File: config.mk
export PLATFORM = sky130hd
export DESIGN_NAME = sc_mac_sequencer
export DESIGN_NICKNAME = d
export VERILOG_FILES = /design/src/rtl/sc_mac_sequencer_pkg.sv /design/src/rtl/sc_window_counter.sv /design/src/rtl/sc_mac_sequencer.sv
export SDC_FILE = /design/constraint.sdc
export NUM_CORES = 1
export LEC_CHECK = 0
export ABC_AREA = 1
export CAP_MARGIN = 25
export CORE_MARGIN = 3
export CORE_UTILIZATION = 25
export CTS_CLUSTER_SIZE = 28
export DETAILED_ROUTE_END_ITERATION = 7
export PLACE_DENSITY = 0.45
export SETUP_SLACK_MARGIN = 0.5
export SLEW_MARGIN = 15
export SYNTH_ARGS = -nofsm -noshare
export SYNTH_HDL_FRONTEND = slang
export SYNTH_SLANG_ARGS = --single-unit
File: constraint.sdc
create_clock -name clk -period 1.6 [get_ports clk]
set_clock_uncertainty 0.1 [all_clocks]
set_input_delay 0.32 -clock clk [delete_from_list [all_inputs] [get_ports clk]]
set_output_delay 0.32 -clock clk [all_outputs]
set_load 0.005 [all_outputs]
File: src/rtl/sc_mac_sequencer_pkg.sv
// Shared definitions for the stochastic-computing MAC blocks: FSM encoding,
// default precision and the width/window helpers derived from it.
package sc_mac_sequencer_pkg;

    localparam int SC_W_DEFAULT = 7;

    typedef enum logic [2:0] {
        SC_IDLE  = 3'd0,
        SC_CLEAR = 3'd1,
        SC_PRIME = 3'd2,
        SC_RUN   = 3'd3,
        SC_DONE  = 3'd4
    } sc_state_e;

    // Ones-count width: one window holds up to 2^W ones, N terms add clog2(N) bits.
    function automatic int sc_acc_width(input int w, input int n_terms);
        return w + 1 + $clog2(n_terms);
    endfunction

    function automatic int sc_win_len(input int w);
        return 1 << w;
    endfunction

    localparam int SC_WIN_LEN_DEFAULT = sc_win_len(SC_W_DEFAULT);

endpackage

File: src/rtl/sc_window_counter.sv
// Window framing counter: W+1 bits, synchronous clear and enable, and a flag
// on the enabled cycle that closes a 2^W-cycle window.
module sc_window_counter
    import sc_mac_sequencer_pkg::*;
#(
    parameter int W = SC_W_DEFAULT
) (
    input  logic clk_i,
    input  logic rst_ni,
    input  logic clr_i,
    input  logic en_i,
    output logic last_o
);

    localparam logic [W:0] WIN_LAST = (W+1)'(sc_win_len(W) - 1);

    logic [W:0] cnt_q;
    logic [W:0] cnt_d;

    // Next count: clear dominates enable.
    always_comb begin
        cnt_d = cnt_q;
        if (clr_i) begin
            cnt_d = {(W+1){1'b0}};
        end else if (en_i) begin
            cnt_d = cnt_q + (W+1)'(1);
        end else begin
            cnt_d = cnt_q;
        end
    end

    // Count register.
    always_ff @(posedge clk_i or negedge rst_ni) begin
        if (!rst_ni) begin
            cnt_q <= {(W+1){1'b0}};
        end else begin
            cnt_q <= cnt_d;
        end
    end

    assign last_o = en_i && (cnt_q == WIN_LAST);

endmodule

File: src/rtl/sc_mac_sequencer.sv
// Sequencer for the deterministic SC MAC: accepts operand pairs, clears and
// primes the stream generators, and counts product ones over N_TERMS windows.
module sc_mac_sequencer
    import sc_mac_sequencer_pkg::*;
#(
    parameter int W       = SC_W_DEFAULT,
    parameter int N_TERMS = 4,
    parameter int ACC_W   = sc_acc_width(W, N_TERMS)
) (
    input  logic             clk,
    input  logic             rst,
    input  logic             in_valid,
    output logic             in_ready,
    input  logic [W-1:0]     in_a,
    input  logic [W-1:0]     in_b,
    output logic [W-1:0]     sng_x,
    output logic [W-1:0]     sng_y,
    output logic             sng_rst,
    input  logic             prod_bit,
    output logic             out_valid,
    input  logic             out_ready,
    output logic [ACC_W-1:0] out_acc
);

    localparam logic [2:0] ST_IDLE  = SC_IDLE;
    localparam logic [2:0] ST_CLEAR = SC_CLEAR;
    localparam logic [2:0] ST_PRIME = SC_PRIME;
    localparam logic [2:0] ST_RUN   = SC_RUN;
    localparam logic [2:0] ST_DONE  = SC_DONE;

    localparam int TERM_W = (N_TERMS > 1) ? $clog2(N_TERMS) : 1;
    localparam logic [TERM_W-1:0] TERM_LAST = TERM_W'(N_TERMS - 1);

    logic [2:0]        state_q, state_d;
    logic [W-1:0]      sng_x_q, sng_x_d;
    logic [W-1:0]      sng_y_q, sng_y_d;
    logic [ACC_W-1:0]  acc_q, acc_d;
    logic [ACC_W-1:0]  out_acc_q, out_acc_d;
    logic [TERM_W-1:0] term_q, term_d;
    logic              in_ready_q;
    logic              sng_rst_q;
    logic              out_valid_q;

    logic              accept_s;
    logic              win_clr_s;
    logic              win_en_s;
    logic              win_last_s;

    assign accept_s = in_valid && in_ready_q && (state_q == ST_IDLE);

    sc_window_counter #(
        .W (W)
    ) u_win (
        .clk_i  (clk),
        .rst_ni (rst),
        .clr_i  (win_clr_s),
        .en_i   (win_en_s),
        .last_o (win_last_s)
    );

    // Sequencing FSM, operand capture and ones accumulation.
    always_comb begin
        state_d   = state_q;
        sng_x_d   = sng_x_q;
        sng_y_d   = sng_y_q;
        acc_d     = acc_q;
        out_acc_d = out_acc_q;
        term_d    = term_q;
        win_clr_s = 1'b0;
        win_en_s  = 1'b0;
        case (state_q)
            ST_IDLE: begin
                if (accept_s) begin
                    sng_x_d = in_a;
                    sng_y_d = in_b;
                    if (term_q == {TERM_W{1'b0}}) begin
                        acc_d = {ACC_W{1'b0}};
                    end else begin
                        acc_d = acc_q;
                    end
                    state_d = ST_CLEAR;
                end else begin
                    state_d = ST_IDLE;
                end
            end
            ST_CLEAR: begin
                state_d = ST_PRIME;
            end
            ST_PRIME: begin
                // The SNGs emit their counter-0 bit at the end of this cycle.
                win_clr_s = 1'b1;
                state_d   = ST_RUN;
            end
            ST_RUN: begin
                win_en_s = 1'b1;
                acc_d    = acc_q + ACC_W'(prod_bit);
                if (win_last_s) begin
                    if (term_q == TERM_LAST) begin
                        out_acc_d = acc_d;
                        state_d   = ST_DONE;
                    end else begin
                        term_d  = term_q + TERM_W'(1);
                        state_d = ST_IDLE;
                    end
                end else begin
                    state_d = ST_RUN;
                end
            end
            ST_DONE: begin
                if (out_ready) begin
                    term_d  = {TERM_W{1'b0}};
                    state_d = ST_IDLE;
                end else begin
                    state_d = ST_DONE;
                end
            end
            default: begin
                state_d = ST_IDLE;
            end
        endcase
    end

    // State, datapath and registered handshake/control outputs.
    always_ff @(posedge clk or negedge rst) begin
        if (!rst) begin
            state_q     <= ST_IDLE;
            sng_x_q     <= {W{1'b0}};
            sng_y_q     <= {W{1'b0}};
            acc_q       <= {ACC_W{1'b0}};
            out_acc_q   <= {ACC_W{1'b0}};
            term_q      <= {TERM_W{1'b0}};
            in_ready_q  <= 1'b0;
            sng_rst_q   <= 1'b0;
            out_valid_q <= 1'b0;
        end else begin
            state_q     <= state_d;
            sng_x_q     <= sng_x_d;
            sng_y_q     <= sng_y_d;
            acc_q       <= acc_d;
            out_acc_q   <= out_acc_d;
            term_q      <= term_d;
            in_ready_q  <= (state_d == ST_IDLE);
            sng_rst_q   <= (state_d != ST_CLEAR);
            out_valid_q <= (state_d == ST_DONE);
        end
    end

    assign in_ready  = in_ready_q;
    assign sng_x     = sng_x_q;
    assign sng_y     = sng_y_q;
    assign sng_rst   = sng_rst_q;
    assign out_valid = out_valid_q;
    assign out_acc   = out_acc_q;

endmodule

==> metrics.md <==
| Metric | Value |
|---|---|
| Final #Nets | 401 |
| CP Class | flip-flop to flip-flop |
| Detail Placement HPWL | 3806 um |
| Initial DRC count | 49 |
| Psw | ~1.6 mW |
| Overall routed net length | 5747 um |
| Port Buf Inserts | 45 |
| Global-route wire length before repair | 9722 um |
| FF-to-FF setup slack | ~0.19 ns |
| Worst-Skew Late Latency | 0.30 ns |
| Pwr Total | between 4 and 5 mW |
| Largest family of logic cells by synthesized area | simple AND/OR/NAND/NOR gates |
| Critical Path Source | acc_q[0] |
| Via count | 2111 |
| Antenna Violating Nets Remaining | 0 |
| Final Hold Fails | 0 |
| Layout cell share with drive strength beyond 1 | 0.3598 |
| Post-synth top area cell | dfrtp_1 |
| Crit start category | flip-flop |
| Final Max Slew Viols | 0 |
| Compound-Gate Fraction of Synth Area | 0.03020 |
| Adder-cell share of the synthesized area | 0.02697 |
| GP Congestion | 0.7658 |
| Area of the mapped netlist | 2320 um^2 |
| Die Y | 102.3 um |
| Synth Area in XOR/XNOR | 0.01133 |
| Mux cell area share after synthesis | 0 |
| Via density | 4.344 |
| Remaining Overflow, GRT | 0 |
| Sw Ratio | 0.3417 |
| Mapped Cells | 282 |
| # IOs | 46 |
| Hold path depth | 2 |
| Hold EP | out_acc[8] |
| H-tree levels | 2 |
| Period minus WS final | 1.413 ns |
| Combinational share of power | 0.420 |
| Ant diodes | 0 |
| Synth area leaders | dfrtp_1 54%, nand2_1 22%, nand3_1 3.9% |
| Placement Cell Area | 3027 um^2 |
| Reg-to-reg critical path endpoint | acc_q[2] |
| Setup TNS | 0 ns |
| Seq pwr share | 0.385 |
| Vias in the first global route | about 2100 |
| Setup violators final | 0 |
| Area grow syn2layout | 50.43% |
| Leakage | 1.763 nW |
| Die width | 102.3 um |
| Yosys warns | 0 |
| Max VDD drop | 0.4129 mV |
| Total core area | ~8800 um^2 |
| Initial Utilization | 0.2622 |
| Tcrit/Tclk final | 0.8832 |
| Highest clock rate | just over 0.7 GHz |
| Clock sink count | 50 |
| Clk network pwr share | 0.195 |
| Hold Crit Start | out_acc[8] |
| Routed len/inst | 11.83 um |
| Total global-route track usage | 0.1155 |
| DRT Pass-1 Iters | 4 |
| Power per cell area | 1318 nW/um^2 |
| Die Area | 10470 um^2 |
| Outcome | finished clean |
| Simple-gate area share of the yosys netlist | 0.3393 |
| FF+latch count, synth | 50 |
| Cts bufs inserted | 5 |
| Required @ worst endpoint | 1.74 ns |
| RSZ-0062 raised after global routing | yes |
| Core Rows | 34 |
| Kind of end point of the critical path | flip-flop |
| Top cell type's share of synthesized area | 0.5394 |
| CP arrival | 1.56 ns |
| Post-route setup slack | around 0.19 ns |
| CP max FO | 3 |
| Hold Crit Class | flip-flop to flip-flop |
| Clk slew on worst S/H paths | 0.09 ns |
| Sequential fraction of the synthesis area | 0.5394 |
| Clock Path Buffers | 2 |
| Reg2Reg Depth | 5 |
| Pin count of the biggest net entering global routing | slightly above 50 |
| Post-Syn Area per Cell | 8.226 um^2 |
| Worst slew pin tran | 0.2688 ns |
| FF-to-FF Start | acc_q[0] |
| Drt drc | 0 |
| Pint | 3.029 mW |
| Final Cell Area | 3490 um^2 |
| Place WS | -0.3087 ns |
| Relative slew margins | 0.8208 |
| Yosys cell types | 25 |
| CTS tree | built |
| Antenna violations before repair | 0 |
| # Max-Cap Violations | 0 |
| Root Buffer | clkbuf_8 |
| Syn nets | 306 |
==> synth_stat cells <==
cell type / count
a22o_1: 1
a31oi_1: 1
buf_2: 3
buf_6: 1
dfrtp_1: 50
ha_1: 5
inv_1: 22
inv_2: 2
inv_4: 1
nand2_1: 133
nand2_2: 1
nand2_4: 1
nand3_1: 18
nand3b_1: 3
nand4_1: 8
nor2_1: 14
nor2_4: 2
nor2_8: 1
o21ai_0: 7
o21ai_1: 1
o21ai_2: 1
o22ai_1: 1
or2_2: 2
xnor2_1: 2
xor2_1: 1
==> power by group through the flow <==
stage / registers [mW] / logic (mW) / clock network [mW]
final: 1.77 / 1.93 / 0.896
after global routing: 1.81 / 2.17 / 0.985
after CTS: 1.75 / 1.64 / 0.930
after detailed placement: 1.79 / 1.48 / 0
after global placement: 1.79 / 1.48 / 0
after floorplan: 1.78 / 0.729 / 0
==> flip-flops by register name (all words and copies together), names as in the netlist, 2 cells and up <==
name / cells
u_win.cnt_q: 8
acc_q: 10
sng_x: 7
state_q: 3
term_q: 2
out_acc: 10
sng_y: 7
==> critical path, cell delays in order (launching register included) <==
cell and delay, ns:
dfrtp_1 0.41, ha_4 0.18, ha_4 0.17, xnor2_1 0.14, or2_2 0.28, nand2_1 0.06
==> layout by cell type (no fill, tap or decap), drive strengths merged <==
cell type	n
xnor2	2
clkinv	2
nor2	17
nand4	8
nand2	135
dlygate4sd3	1
a31oi	1
dlygate4sd2	1
a22o	1
clkdlybuf4s50	16
o22ai	1
o21ai	9
xor2	1
nand3	18
clkbuf	6
inv	25
or2	2
nand3b	3
ha	5
bufinv	1
buf	73
dfrtp	50
==> cells by family (layout without fill, tap and decap cells) <==
logic type	count (synthesis)	after routing
DFF	50	50
AOI/OAI and AO/OA	12	12
adders and majority gates	5	5
xor gates and xnor gates	3	3
buffers and inverters	29	125
and+or+nand+nor	183	183
==> worst max-delay path by stage <==
| stage | slack (ns) | to |
|---|---|---|
| after floorplan | 0.20 | out_acc[9] |
| after global placement | -0.30 | out_acc[8] |
| after detailed placement | -0.31 | out_acc[8] |
| after CTS | 0.17 | out_acc[4] |
| after global routing | 0.08 | acc_q[6] |
| final | 0.19 | acc_q[2] |
==> per-layer routing <==
layer	GRT usage	vias up	share of wire	wire, um
li1	-	1074	-	-
met1	0.1514	1001	0.46	2633
met2	0.1944	31	0.50	2870
met3	0.02594	5	0.035	204
met4	0.02725	0	0.0066	38
met5	0	-	0	0
==> through the flow <==
step / std cells / hold WS (ns) / util
4_1_cts: 469 / 0.3784 / 0.3679
2_1_floorplan: 282 / -0.07559 / -
6_report: 486 / 0.3695 / 0.3944
5_1_grt: 486 / 0.4031 / 0.3944
3_3_place_gp: 443 / 0.2388 / 0.3421
3_5_place_dp: 443 / 0.2341 / 0.3421
==> final cells by class <==
cell class	count	area (um^2)
clock buffer	5	68.82
tap	108	135.1
multi-input combinational	203	1120
timing repair buffer	92	759.5
inverter	25	108.9
clock inverter	3	40.04
fill	931	5359
sequential	50	1257
==> repair_timing <==
item	CTS	global route
setup buffers	17	17
endpoints found under the hold margin	50	0
setup endpoints to repair	77	77
hold buffers	1	0
pin swaps	12	8
gates resized for setup	137	33
Note: power is estimated with default switching activity, not from simulation.
